$ cat src/rtl/fetch_queue.sv
// fetch_queue: fetch PC owner, synchronous imem requester and prefetch FIFO with redirect flush.
// Define FETCH_PERF_EN to add perf_count, a wrapping count of accepted instructions.
module fetch_queue #(
    parameter int unsigned     PC_W     = 10,
    parameter int unsigned     DEPTH    = 4,
    parameter logic [PC_W-1:0] RESET_PC = '0
) (
    input  logic            clk,
    input  logic            rst,
    output logic            imem_req,
    output logic [PC_W-1:0] imem_addr,
    input  logic [31:0]     imem_rdata,
    input  logic            redirect,
    input  logic [PC_W-1:0] redirect_pc,
    output logic            inst_valid,
    input  logic            inst_ready,
    output logic [31:0]     inst,
    output logic [PC_W-1:0] inst_pc
`ifdef FETCH_PERF_EN
    ,
    output logic [31:0]     perf_count
`endif
);

    localparam int unsigned   AW      = (DEPTH > 1) ? $clog2(DEPTH) : 1;
    localparam int unsigned   CW      = AW + 1;
    localparam logic [CW-1:0] DEPTH_C = CW'(DEPTH);

    logic [PC_W-1:0] fetchPc;
    logic            inflight;
    logic [PC_W-1:0] inflightPc;
    logic [AW-1:0]   rdPtr;
    logic [AW-1:0]   wrPtr;
    logic [CW-1:0]   count;
    logic [CW-1:0]   creditUsed;
    logic            push;
    logic            pop;
    logic            empty;
    logic [31:0]     instMem [DEPTH];
    logic [PC_W-1:0] pcMem   [DEPTH];

    // Credits cover both buffered entries and the one response still in flight.
    assign empty      = (count == '0);
    assign creditUsed = count + CW'(inflight);
    assign imem_req   = !rst && !redirect && (creditUsed < DEPTH_C);
    assign imem_addr  = fetchPc;

    assign push       = inflight && !redirect;
    assign pop        = !empty && inst_ready;

    assign inst_valid = !empty;
    assign inst       = empty ? '0 : instMem[rdPtr];
    assign inst_pc    = empty ? '0 : pcMem[rdPtr];

    // NOTE: non-blocking assignments so every register samples the pre-edge values of its peers.
    always_ff @(posedge clk or posedge rst) begin
        if (rst) begin
            fetchPc    <= RESET_PC;
            inflight   <= 1'b0;
            inflightPc <= '0;
            rdPtr      <= '0;
            wrPtr      <= '0;
            count      <= '0;
        end else if (redirect) begin
            // A pop in this cycle is still accepted; everything behind it is dropped.
            fetchPc  <= redirect_pc;
            inflight <= 1'b0;
            rdPtr    <= '0;
            wrPtr    <= '0;
            count    <= '0;
        end else begin
            inflight <= imem_req;
            if (imem_req) begin
                fetchPc    <= fetchPc + PC_W'(1);
                inflightPc <= fetchPc;
            end
            if (push) wrPtr <= wrPtr + AW'(1);
            if (pop)  rdPtr <= rdPtr + AW'(1);
            count <= count + CW'(push) - CW'(pop);
        end
    end

    // NOTE: entry storage is deliberately not reset; occupancy gates every read of it.
    always_ff @(posedge clk) begin
        if (push) begin
            instMem[wrPtr] <= imem_rdata;
            pcMem[wrPtr]   <= inflightPc;
        end
    end

`ifdef FETCH_PERF_EN
    always_ff @(posedge clk or posedge rst) begin
        if (rst)      perf_count <= '0;
        else if (pop) perf_count <= perf_count + 32'd1;
    end
`endif

endmodule

$ cat config.mk
export PLATFORM = sky130hd
export DESIGN_NAME = fetch_queue
export DESIGN_NICKNAME = d
export VERILOG_FILES = /design/src/rtl/fetch_queue.sv
export SDC_FILE = /design/constraint.sdc
export NUM_CORES = 1
export LEC_CHECK = 0
export CAP_MARGIN = 20
export CORE_ASPECT_RATIO = 0.5
export CORE_MARGIN = 2
export CORE_UTILIZATION = 59
export DETAILED_ROUTE_END_ITERATION = 10
export GPL_ROUTABILITY_DRIVEN = 0
export HOLD_SLACK_MARGIN = 0.06
export PLACE_DENSITY = 0.88
export RECOVER_POWER = 100
export SLEW_MARGIN = 20
export SYNTH_ARGS = -nofsm -noshare
export SYNTH_HDL_FRONTEND = slang
export SYNTH_SLANG_ARGS = --single-unit
export TNS_END_PERCENT = 1
$ cat constraint.sdc
create_clock -name clk -period 6.8 [get_ports clk]
set_input_delay 1.36 -clock clk [delete_from_list [all_inputs] [get_ports clk]]
set_output_delay 1.36 -clock clk [all_outputs]
set_load 0.01 [all_outputs]
== Yosys cells after proc, flatten, opt, wreduce, memory -nomap -nowiden ==
Memories as Yosys holds them, arrays and structs flattened.
Index checks and enable logic that the tools add are counted.
Storage, ports and cells
  register bits: 28
  output and inout bits: 54
  bits in writable memories: 168
  memories: 2
  logic and storage cells: 40
  input port bits: 46
Operators by class
  bitwise logic cells: 1
  muxes and demuxes: 12
  magnitude comparators: 1
  reductions and logical operators: 12
  $add $sub $neg: 6
Memories
  instMem: words 4, width 32, read ports 1, clocked after Yosys merged registers in 0, write ports 1, RTL line 39  | logic [31:0] instMem [DEPTH];
  pcMem: words 4, width 10, read ports 1, clocked after Yosys merged registers in 0, write ports 1, RTL line 40  | logic [PC_W-1:0] pcMem [DEPTH];
Operators by type and width (count)
  32-bit two-way mux: 1
  10-bit two-way mux: 3
  10-bit by 1-bit adder with 10-bit output (second input constant): 1
  2-bit two-way mux: 4
  3-bit by 1-bit adder with 3-bit output: 2
  2-bit nonzero test: 3
  2-bit by 1-bit adder with 2-bit output (second input constant): 2
  1-bit logical AND: 4
  1-bit logical NOT: 3
  3-bit logical NOT: 1
  3-bit less-than comparator (second input constant): 1
  1-bit two-way mux: 3
  3-bit two-way mux: 1
  3-bit by 1-bit subtractor with 3-bit output: 1
  2-bit AND reduction: 1
  1-bit inverter: 1

== Logic depth before layout (Yosys ltp) ==
Gate-level depths: netlist (run 1).
  depth in word-level cells: 5
  depth in mapped cells: 10
  gate-level depth less buffers: 9

== Worst setup path after synthesis (run 1) ==
OpenSTA, ideal clock, no wires.
  path type: input -> output
  from: in redirect
  to: out imem_req
  slack: 3.382 ns
  stages: 3
  data arrival time: 2.058 ns
  cell sequence: clkbuf_1 clkbuf_1 nor3_1
Between the ends
  word-level cells in the longest chain between the ends: 3
RTL lines
  from (decl): RTL line 13  | input logic redirect,
  1-bit logical NOT: RTL line 45  | assign imem_req = !rst && !redirect && (creditUsed < DEPTH_C);
  1-bit logical AND (2 in a row): RTL line 45
  to (decl): RTL line 10  | output logic imem_req,
Every way passes these cells.

== Worst setup path in the final report (run 1) ==
  from: in redirect
  to: mem instMem[2][4] (enable)
Between the ends
  word-level cells in the longest chain between the ends: 4
RTL lines
  1-bit logical NOT: RTL line 48  | assign push = inflight && !redirect;
  1-bit logical AND: RTL line 48
  1-bit two-way mux: RTL line 85  | if (push) begin
  1-bit two-way mux (implied by the code): RTL line 86  | instMem[wrPtr] <= imem_rdata;
  to (decl): RTL line 39
Every way passes these cells.

==> results_dict.tcl, run 1 <==
set metrics [dict create \
    dieArea_um2 14220 \
    clock_latency_ns 0.42 \
    netlist_area_um2 7804 \
    layout_commonest_cell "edfxtp_1" \
    numCtsBuffers 17 \
    max_stage_delay_ns 2.33 \
    synth_seq_area_share 0.7363 \
    rr_worst_depth 2 \
    worst_slew_pin_slew_ns 3.161 \
    path_buf_inv 2 \
    cp-start-kind "primary input" \
    yosysUniqueCellTypes 33 \
    synth_area_leaders "edfxtp_1 (65%), mux4_2 (12%), dfrtp_1 (9.0%)" \
    reg2reg_slack_ns 3.28 \
    dr.first_iter.drc_count 247 \
    layout_common_cells "edfxtp_1 (168), dlygate4sd3_1 (53), clkdlybuf4s50_1 (46)" \
    period_share 0.7405 \
    cts_resized 0 \
    grt_usage 0.2116 \
    power_density_nw_per_um2 356.5 \
    rsz0062_at_grt "no" \
    fin_tns_setup_ns 0 \
    synth_top_area_share 0.6465 \
    routed_via_density 5.766 \
    fmax_mhz 198.6 \
    io_pins 100 \
    setup_viol 0 \
    clockRootBuffer "clkbuf_16" \
    path_delay_family "simple AND/OR/NAND/NOR gates" \
    hold_depth 0 \
    route.detailed.drc 0 \
    grt_max_degree 46 \
    rr_endpoint "instMem[2][4]$_DFFE_PP_" \
    wl_per_cell_um 20.01 \
    start_util 0.6110 \
    die_height_um 85.32 \
    path_clk_slew_ns 0.07 \
    hp-start "inflightPc[7]$_DFFE_PP0P_" \
    path_max_fanout 42 \
    slew_viol_final 133 \
    power_leakage_uw 0.003130 \
    core_um2 12770 \
    path_cells "dlygate4sd3_1 > clkbuf_1 > nor2b_1 > and2_0" \
    hold_viol_final 0 \
    worstSetupPathType "primary input to flip-flop" \
    fin_area_um2 9519 \
    slew_headroom -1.108 \
    ant_nets 0 \
    post_cts_buffers 0 \
    critPathArrivalTime_ns 5.00 \
    synth-seq-cells 196 \
    synth_edf_count 168 \
    grt_pass1_wl_um 22490 \
    num_vias 4019 \
    antenna_found_initial 0 \
    path_depth 4 \
    violations "max-capacitance violations, max-slew violations" \
    drv_cap 5 \
    outcome "finished, violations left" \
    dp_hpwl_um 8623 \
    synth_top_flop_cell "edfxtp_1" \
    yosys_warnings 0 \
    irDropWorstVdd_mv 0.1928 \
    worstPathRequired_ns 6.76 \
    syn-num-nets 463 \
    cts_buffer_depth 2 \
    layout-drive-gt1-share 0.1692 \
    ys_async_sr_fraction 0.1429 \
    synth_top_cell_by_area "edfxtp_1" \
    synth_area_per_cell_um2 19.08 \
    dr.pass1.iters 4 \
    crit_slowest_cell "and2_0" \
    clock_sinks 196 \
    htreeDepth 4 \
    final_net_count 567 \
    final.setup_skew_ns 0.008288 \
    nFillCells 751 \
    min_to "pcMem[3][7]$_DFFE_PP_" \
    areaGrowthSynthToFinish_pct 21.98 \
    rows 29 \
    crit_path_end_kind "flip-flop" \
    hold_slack_ns 0.5261 \
    synth_cells 409 \
    placed_area_um2 8975 \
    hold_path.class "flip-flop to flip-flop" \
    grt_pass1_vias 4206 \
    cts_hold_buf 0 \
    portBuffers 99 \
    grt_overflow 0 \
    tritoncts "yes" \
    timing.final.crit_period_ns 5.035 \
    die_width_um 166.6 \
    routed_wl_um 13950 \
    r2r-start "inflight$_DFF_PP0_" \
]
[stage by stage]
stage / worst slack, ns / instances / utilization / power (uW)
after floorplan: 3.382 / 409 / - / 2051
after global placement: 2.719 / 664 / 0.7027 / 2465
after detailed placement: 2.705 / 664 / 0.7027 / 2495
after CTS: 2.250 / 696 / 0.7476 / 3454
after global routing: 1.481 / 696 / 0.7451 / 3547
final: 1.765 / 697 / 0.7453 / 3393
[synthesized netlist by cell type, types with 4 or more instances]
cell      number
edfxtp_1     168
and2_1        48
mux4_2        42
dfrtp_1       28
clkbuf_1      13
nor2_1        11
mux2_2        10
nand3_1        9
buf_2          8
inv_1          8
nand2_1        8
ha_1           7
or4_1          6
a31oi_1        5
nor2b_1        4
o21ai_0        4
[layer usage]
metal / share of wire / global-route usage / wire, um / vias up
met4: 0.015 / 0.08699 / 206 / 0
met5: 0 / 0 / 0 / -
met3: 0.038 / 0.03825 / 533 / 23
met1: 0.44 / 0.2826 / 6094 / 2076
met2: 0.51 / 0.3550 / 7113 / 106
li1: - / - / - / 1814
[kinds of logic (layout without fill, tap and decap cells)]
family,count (synthesis),count (layout),synth area share
adder cells (fa/ha/maj),8,8,0.01379
XOR/XNOR,6,6,0.007698
AND/OR/NAND/NOR,98,98,0.07295
flip-flops,196,196,0.7363
buffers and inverters,30,147,0.01668
other,0,1,0
AO/OA/AOI/OAI,18,18,0.01571
multiplexers,53,53,0.1369
[state kept, by name, summed over array words and instances, names as in the netlist]
name and cells:
inflight 1, pcMem 40, wrPtr 2, rdPtr 2
inflightPc 10, instMem 128, imem_addr 10, count 3
[layout make-up]
type                            count  area (um^2)  area share
Sequential cell                   196         5748      0.6038
Multi-Input combinational cell    183         1928      0.2026
Timing Repair Buffer              107         1025      0.1076
Clock buffer                       18        429.2     0.04508
Tap cell                          170        212.7     0.02234
Clock inverter                     14        143.9     0.01512
Inverter                            8        30.03    0.003155
Antenna cell                        1        2.502   0.0002629
[power breakdown]
part	switching [uW]	internal, uW	leakage [uW]
Combinational	365	527	0.00100
Sequential	125	1410	0.00185
Clock	449	518	0.000280
[how the worst max path moves through the flow]
stage                          from                      end  slack (ns)
5_1_grt                    redirect  instMem[2][4]$_DFFE_PP_        1.48
3_3_place_gp               redirect                 imem_req        2.72
4_1_cts        rdPtr[0]$_DFFE_PP0P_                 inst[18]        2.25
6_report                   redirect  instMem[2][4]$_DFFE_PP_        1.76
2_1_floorplan              redirect                 imem_req        3.38
3_5_place_dp               redirect                 imem_req        2.70
(Power assumes the default switching activity.)
==> run 2, diff against run 1 <==
--- a/config.mk
+++ b/config.mk
@@ -8,11 +8,11 @@
 export CAP_MARGIN = 20
 export CORE_ASPECT_RATIO = 0.5
 export CORE_MARGIN = 2
-export CORE_UTILIZATION = 59
+export CORE_UTILIZATION = 55
 export DETAILED_ROUTE_END_ITERATION = 10
 export GPL_ROUTABILITY_DRIVEN = 0
 export HOLD_SLACK_MARGIN = 0.06
-export PLACE_DENSITY = 0.88
+export PLACE_DENSITY = 0.83
 export RECOVER_POWER = 100
 export SLEW_MARGIN = 20
 export SYNTH_ARGS = -nofsm -noshare
==> constraint.sdc (replaced) <==
create_clock -name clk -period 5.2 [get_ports clk]
set_input_delay 1.04 -clock clk [delete_from_list [all_inputs] [get_ports clk]]
set_output_delay 1.04 -clock clk [all_outputs]
set_load 0.01 [all_outputs]
==> run 2 against run 1 <==
Net effect:
- the flow still finishes with violations (max-capacitance violations, max-slew violations)
- combinational power up 33%
- sequential power up 29%
- clock power up 35%
- clock-buffer cell count unchanged
- worst hold slack worse by 0.0061 ns
- critical path depth unchanged
- flip-flop and latch count unchanged
- highest routed layer unchanged
- critical endpoint is now inst[24]
- clock skew down 0.00073 ns
- first-iteration DRC count up 15%
==> results_dict.tcl, run 2 (synthesis gave the netlist of run 1 again) <==
set metrics [dict create \
    outcome "finished, violations left" \
    violations "max-capacitance violations, max-slew violations" \
    worst_slew_pin_slew_ns 1.897 \
    power_uw 4479 \
    largest_reg_flops 128 \
    worstPathRequired_ns 4.16 \
    power_density_nw_per_um2 466.1 \
    rows 30 \
    clock_sinks 196 \
    tritoncts "yes" \
    cts_buffer_depth 2 \
    crit_path_end_kind "output pin" \
    hold_path.class "flip-flop to flip-flop" \
    setup_viol 0 \
    start_util 0.5696 \
    max_stage_delay_ns 1.33 \
    clock_latency_ns 0.43 \
    io_pins 100 \
    layout_commonest_cell "edfxtp_1" \
    final_core_util 0.7015 \
    core_um2 13700 \
    fin_area_um2 9610 \
    path_max_fanout 45 \
    slew_headroom -0.2645 \
    ant_nets 0 \
    grt_max_degree 46 \
    clockRootBuffer "clkbuf_16" \
    largest_register "instMem" \
    path_cells "or3_1 > clkbuf_1 > and2_0 > clkdlybuf4s50_1" \
    timing.final.crit_period_ns 4.284 \
    die_width_um 172.5 \
    crit_slowest_cell "clkbuf_1" \
    path_clk_slew_ns 0.07 \
    dr.pass1.iters 6 \
    die_height_um 88.23 \
    grt_pass1_vias 4152 \
    htreeDepth 4 \
    routed_wl_um 14120 \
    wl_per_cell_um 19.61 \
    layout-drive-gt1-share 0.1742 \
    worstSetupPathType "flip-flop to output pin" \
    antenna_found_initial 0 \
    critPathArrivalTime_ns 3.24 \
    slew_viol_final 140 \
    areaGrowthSynthToFinish_pct 23.15 \
    num_vias 4000 \
    dp_hpwl_um 8399 \
    num_antenna_cells 0 \
    rsz0062_at_grt "no" \
    final_net_count 569 \
    route.detailed.drc 0 \
    drv_cap 4 \
    dieArea_um2 15220 \
    placed_area_um2 9042 \
    fmax_mhz 233.4 \
    power_leakage_uw 0.003174 \
    layout_common_cells "edfxtp_1 (168), dlygate4sd3_1 (58), mux4_2 (42)" \
    final.setup_skew_ns 0.007556 \
    nFillCells 857 \
    post_cts_buffers 0 \
    cp-start-kind "flip-flop" \
    grt_overflow 0 \
    irDropWorstVdd_mv 0.2248 \
    hold_viol_final 0 \
    grt_pass1_wl_um 22110 \
    period_share 0.8239 \
    cts_hold_buf 0 \
    largestRegisters "instMem x128, pcMem x40" \
    dr.first_iter.drc_count 285 \
    routed_via_density 5.556 \
    portBuffers 99 \
    cts_resized 0 \
    fin_tns_setup_ns 0 \
    numCtsBuffers 17 \
    grt_usage 0.2006 \
]
-- run 2: cell type report --
| type | instances | area (um^2) | area share |
|---|---|---|---|
| clock inverters | 14 | 166.4 | 0.01732 |
| multi-input cells | 183 | 1928 | 0.2006 |
| inverters | 8 | 30.03 | 0.003125 |
| repair buffers | 109 | 1069 | 0.1112 |
| well taps | 192 | 240.2 | 0.02500 |
| flip-flops and latches | 196 | 5748 | 0.5981 |
| clock buffers | 18 | 429.2 | 0.04466 |
-- run 2: worst max-delay path, delay by kind of cell (launching register included) --
kind                   cells  cell delay (ns)
buffers and inverters      2             1.89
DFF                        1             0.45
and+or+nand+nor            2             0.46
-- run 2: report_power, final --
group	switching, uW	total, uW	internal [uW]
Combinational	501	1190	686
Clock	583	1310	725
Sequential	139	1980	1840
-- run 2: final timing paths --
kind | startpoint | endpoint | slack (ns) | cells after the start
worst max-delay path | count[1]$_DFF_PP0_ | inst[24] | 0.92 | 4
worst min-delay path | inflightPc[7]$_DFFE_PP0P_ | pcMem[2][7]$_DFFE_PP_ | 0.52 | 0
worst max register to register | count[1]$_DFF_PP0_ | count[2]$_DFF_PP0_ | 1.75 | 10
worst min register to register | inflightPc[7]$_DFFE_PP0P_ | pcMem[2][7]$_DFFE_PP_ | 0.52 | 0
max in group asynchronous | rst | rdPtr[1]$_DFFE_PP0P_ | 2.65 | 3
min in group asynchronous | rst | imem_addr[4]$_DFFE_PP0P_ | 1.20 | 2
-- run 2: metrics by stage --
step / setup WS (ns) / std cells / hold slack [ns]
3_3_place_gp: 1.748 / 686 / 0.4954
6_report: 0.9157 / 720 / 0.5200
5_1_grt: 0.6204 / 720 / 0.5492
3_5_place_dp: 1.717 / 688 / 0.5040
4_1_cts: 1.323 / 720 / 0.5195
2_1_floorplan: 2.332 / 409 / 0.4724
-- run 2: metal layers --
layer / track usage / wire length (um) / vias up
met5: 0 / 0 / -
met4: 0.08556 / 201 / 0
met3: 0.03801 / 503 / 16
met2: 0.3396 / 7420 / 90
met1: 0.2628 / 5997 / 2074
li1: - / - / 1820
==> RTL change 1, RTL diff (config.mk and constraints of run 2) <==
`PC_W`: 10 -> 14.
--- a/src/rtl/fetch_queue.sv
+++ b/src/rtl/fetch_queue.sv
@@ -1,7 +1,7 @@
 // fetch_queue: fetch PC owner, synchronous imem requester and prefetch FIFO with redirect flush.
 // Define FETCH_PERF_EN to add perf_count, a wrapping count of accepted instructions.
 module fetch_queue #(
-    parameter int unsigned     PC_W     = 10,
+    parameter int unsigned     PC_W     = 14,
     parameter int unsigned     DEPTH    = 4,
     parameter logic [PC_W-1:0] RESET_PC = '0
 ) (
Ports: changed (resized imem_addr, inst_pc and redirect_pc); port bits go from 100 to 112. No check against the original RTL was run, so the function may have changed too.
==> RTL change 1 against run 2 <==
The run still ends with max-capacitance violations, max-slew violations left. Largest power group unchanged. Area after synthesis increased by 13%. Final area increased by 11%. Combinational power increased by 12%. Critical endpoint is now inst[1]. Worst hold slack got worse by 0.0054 ns. Setup slack got worse by 0.023 ns. Sequential cell count increased by 24. Clock skew increased by 0.025 ns. Largest cell class unchanged. Die area increased by 12%. Wire length increased by 13%. Total power increased by 13%.
==> RTL change 1: results (changes against run 2) <==
[sta]
finClkSkew_ns=0.0327  ; +0.0252 ns
fin_crit_ns=4.31  ; +0.0231 ns
slew_violations=164  ; +17%
holdWs_ns=0.515  ; -0.00536 ns

[cells_and_area]
drive_gt1_frac=0.162  ; -0.0121
stdcell_count=797  ; +11%
reg.largest.list=instMem: 128 flops, pcMem: 56 flops
final_net_count=638  ; +12%

[run_status]
violations=max-capacitance violations, max-slew violations
status=finished with violations

[global_route]
use_met1=0.269  ; +0.00632
grt_first_pass_wirelength_mm=25.4  ; +15%
grt_usage=0.196  ; -0.00480
grt_pass1_vias=4698  ; +13%
antenna_found_initial=1  ; +1
grt_use_met3=0.0308  ; -0.00725

[place]
placedCellCount=763  ; +11%
dpl-instance-area_mm2=0.0101  ; +12%
place_ws_ns=1.47  ; -0.245 ns
hpwl_mm=9.83  ; +17%
port-buffer-count=111  ; +12%

[logic_synthesis]
yosys.cell_types.count=40  ; +21%
mappedNetlistNets=518  ; +12%
async_reset_ff_frac=0.164  ; +0.0208
syn_area_per_cell_um2=19.1  ; +0.25%
synth-edff-count=184  ; +9.5%
synth_xor_area_frac=0.00896  ; +0.00126
synthTopCellsByArea=edfxtp_1 63%, mux4_2 12%, dfrtp_1 10%, and2_1 3.7%, mux2_4 1.5%
yosys-top-cells-count=184 x edfxtp_1, 52 x and2_1, 46 x mux4_2
synth_compound_area_frac=0.0225  ; +0.00676

[cts]
clk_latency_ns=0.49  ; +0.06 ns
htreeDepth=1  ; -3
numCtsBuffers=19  ; +2

[power]
internal_power_mw=3.74  ; +15%

[worst_hold_path]
holdPathEnd=pcMem[3][7]$_DFFE_PP_

[setup_path]
r2r-start=inflight$_DFF_PP0_
r2r_slack_ns=1.72  ; -0.03 ns
critPathCapture=inst[1]
path_max_fanout=48  ; +6.7%

[job]
drv_cap=5  ; +1

[route]
wirelength_mm=15.9  ; +13%
drt-met1-wl_mm=6.88  ; +15%

[RTL change 1: cells by family after synthesis]
| kind of cell | after synthesis |
|---|---|
| mux | 63 |
| xor+xnor | 9 |
| buf+inv | 31 |
| fa+ha+maj | 8 |
| simple gates | 100 |
| flops | 220 |
| compound gates | 29 |
[RTL change 1: final cells by class]
cell class                 count  area (um^2)
multi-input combinational    209         2180
timing repair buffer         120         1160
fill                        1057         4830
inverter                      10         37.5
tap                          204          255
antenna                        1         2.50
sequential                   220         6430
clock inverter                10          130
clock buffer                  23          510
[RTL change 1: worst max-delay path, delay by kind of cell, from the launching register on]
kind / cells / cell delay [ns]
flops: 1 / 1.42
buf+inv: 1 / 0.49
simple gates: 1 / 0.17
mux: 1 / 0.63
[RTL change 1: power by group through the flow]
stage                     clock, mW  combinational (mW)  sequential (mW)
after floorplan                   0               0.842             2.20
after global placement            0                1.37             2.33
after detailed placement          0                1.38             2.34
after CTS                      1.48                1.39             2.31
after global routing           1.54                1.44             2.33
final                          1.44                1.33             2.29
==> RTL change 2, RTL diff (settings of run 2) <==
Made on the original files. Build with the macro `FETCH_PERF_EN` defined.
--- a/src/rtl/fetch_queue.sv
+++ b/src/rtl/fetch_queue.sv
@@ -1,5 +1,7 @@
 // fetch_queue: fetch PC owner, synchronous imem requester and prefetch FIFO with redirect flush.
 // Define FETCH_PERF_EN to add perf_count, a wrapping count of accepted instructions.
+`define FETCH_PERF_EN
+
 module fetch_queue #(
     parameter int unsigned     PC_W     = 10,
     parameter int unsigned     DEPTH    = 4,
Formal check against the unedited RTL (old outputs only; new: perf_count): equivalent (Yosys induction, for registers that start in step).
==> RTL change 2 against run 2 <==
The flow still finishes with violations (max-capacitance violations, max-slew violations). Clock power grew 12%. Cell count increased by 25%. Via count rose by 20%. Total power grew 12%. Die area up 18%. Global-route usage fell by 1.5 points. Setup slack worse by 0.043 ns. Wire length increased by 17%. Final area grew 18%. Area after synthesis grew 19%. Worst hold slack got worse by 0.051 ns. Sequential cell count grew 32. Critical endpoint is now imem_req. Largest power group unchanged.
==> RTL change 2: results (changes against run 2) <==
[run_status]
status=finished with violations
violations=max-capacitance violations, max-slew violations

[setup_path]
cp_data_arrival_time_ns=3.29  ; +0.05 ns
path_max_fanout=29  ; -36%
crit_path_max_incr_delay_ns=0.82  ; -0.51 ns
crit_family=buffers and inverters
cp_slowest_cell=clkbuf_1

[cells_and_area]
fillers=1146  ; +34%
reg.largest.list=instMem: 128 flops, pcMem: 40 flops, perf_count: 32 flops
diodes=0  ; unchanged
drive_gt1_frac=0.129  ; -0.0448
final_net_count=714  ; +25%

[cts]
cts_setup_buffers=0  ; unchanged
clockBufferDepth=3  ; +1
htreeDepth=1  ; -3
clk_latency_ns=0.49  ; +0.06 ns
clkTransAtPathRegs_ns=0.07  ; about the same
root_buffer=clkbuf_16
cts.repair.resized=0  ; unchanged
numCtsBuffers=21  ; +4

[global_route]
grt_usage=0.186  ; -0.0145
antenna_found_initial=0  ; unchanged
grt_use_met3=0.0314  ; -0.00666
grt_max_degree=47  ; +2.2%
use_met1=0.267  ; +0.00455
grt_overflow=0  ; unchanged
gr-usage-met2=0.304  ; -0.0359
grt_pass1_vias=4892  ; +18%
grt_first_pass_wirelength_mm=26.1  ; +18%

[logic_synthesis]
yosys.cell_types.count=41  ; +24%
mappedNetlistNets=575  ; +24%
yosysSeqAreaShare=0.706  ; -0.0306
synth-edff-count=168  ; unchanged
synthTopCellsByArea=edfxtp_1 54%, dfrtp_1 16%, mux4_2 10%, and2_1 3.3%, xnor2_1 2.9%
async_reset_ff_frac=0.263  ; +0.120
ys_warn_count=0  ; unchanged
yosys-top-cells-count=168 x edfxtp_1, 60 x dfrtp_1, 49 x and2_1

[route]
highest_layer=met4
vias_per_cell=5.32  ; -4.2%
wirelength_mm=16.6  ; +17%
drt-met1-wl_mm=7.92  ; +32%
wl_met3_um=587  ; +17%
ant_nets=0  ; unchanged
drt_pass1_iterations=4  ; -2
met2WireLength_mm=7.74  ; +4.3%
detail_route.iter0.violations=243  ; -15%

[power]
p_leak_nw=4.09  ; +29%
ir_drop_uv=280  ; +25%
powerDensity_mw_per_mm2=440  ; -5.5%

[place]
dpl-instance-area_mm2=0.0108  ; +20%
hpwl_mm=10.4  ; +24%
port-buffer-count=131  ; +32%

[sta]
finClkSkew_ns=0.00853  ; +0.000975 ns
max_slew_margin=-0.126  ; +0.139
slew_violations=75  ; -46%

[worst_hold_path]
hold_class=flip-flop to flip-flop

[job]
drv_cap=3  ; -1

## RTL change 2: changes by cell type in the layout (fill, tap and decap cells not counted), moves of 6 or more
cell | run 2 | this run
xnor2_1 | 3 | 31
and2_1 | 17 | 11
dlygate4sd3_1 | 58 | 88
and4_1 | 0 | 7
xor2_1 | 2 | 14
mux2_2 | 10 | 3
mux2_1 | 0 | 8
nand2_1 | 8 | 26
and2_0 | 31 | 38
dfrtp_1 | 26 | 58
or4_1 | 6 | 0
## RTL change 2: cell type report
cell class | count | area share
multi-input cells | 262 | 0.220
flip-flops and latches | 228 | 0.576
repair buffers | 138 | 0.119
clock inverters | 12 | 0.00979
well taps | 227 | 0.0250
inverters | 8 | 0.00264
clock buffers | 24 | 0.0472
## RTL change 2: per-stage QoR
stage                     hold WS (ns)  worst slack (ns)  power, mW  instances
after CTS                        0.475              1.28       5.15        899
after detailed placement         0.462              1.30       3.67        863
after global routing             0.504             0.594       5.24        899
after global placement           0.462              1.34       3.64        863
final                            0.469             0.872       5.01        899
after floorplan                  0.472              2.32       3.05        520
## RTL change 2: kinds of logic (layout without fill, tap and decap cells)
group | count (synthesis) | count (layout) | share of synthesized area
adders and majority gates | 9 | 9 | 0.0129
muxes | 58 | 58 | 0.125
xor gates and xnor gates | 46 | 46 | 0.0442
DFF | 228 | 228 | 0.706
AOI/OAI and AO/OA | 9 | 9 | 0.00486
buffers and inverters | 30 | 182 | 0.0165
and+or+nand+nor | 140 | 140 | 0.0909
## RTL change 2: where the power goes
| part | switching, mW | leakage, nW | total (mW) | internal (mW) |
|---|---|---|---|---|
| clock | 0.628 | 0.317 | 1.47 | 0.840 |
| combinational | 0.474 | 1.47 | 1.20 | 0.723 |
| sequential | 0.231 | 2.30 | 2.34 | 2.11 |
| total | 1.33 | 4.09 | 5.01 | 3.67 |
## RTL change 2: worst paths after layout
path | start | to | slack (ns) | cells after the start
max in group asynchronous | rst | perf_count[26]$_DFFE_PP0P_ | 1.71 | 3
min in group asynchronous | rst | imem_addr[0]$_DFFE_PP0P_ | 1.38 | 2
min | perf_count[31]$_DFFE_PP0P_ | perf_count[31]$_DFFE_PP0P_ | 0.47 | 1
max | redirect | imem_req | 0.87 | 4
max reg2reg | count[2]$_DFF_PP0_ | count[2]$_DFF_PP0_ | 1.52 | 11
min reg2reg | perf_count[31]$_DFFE_PP0P_ | perf_count[31]$_DFFE_PP0P_ | 0.47 | 1
## RTL change 2: worst reg2reg max path, delay by kind of cell (launching register included)
kind | cells | cell delay [ns]
xor+xnor | 2 | 0.31
fa+ha+maj | 3 | 0.84
simple gates | 3 | 0.80
flops | 1 | 0.49
buf+inv | 3 | 1.10
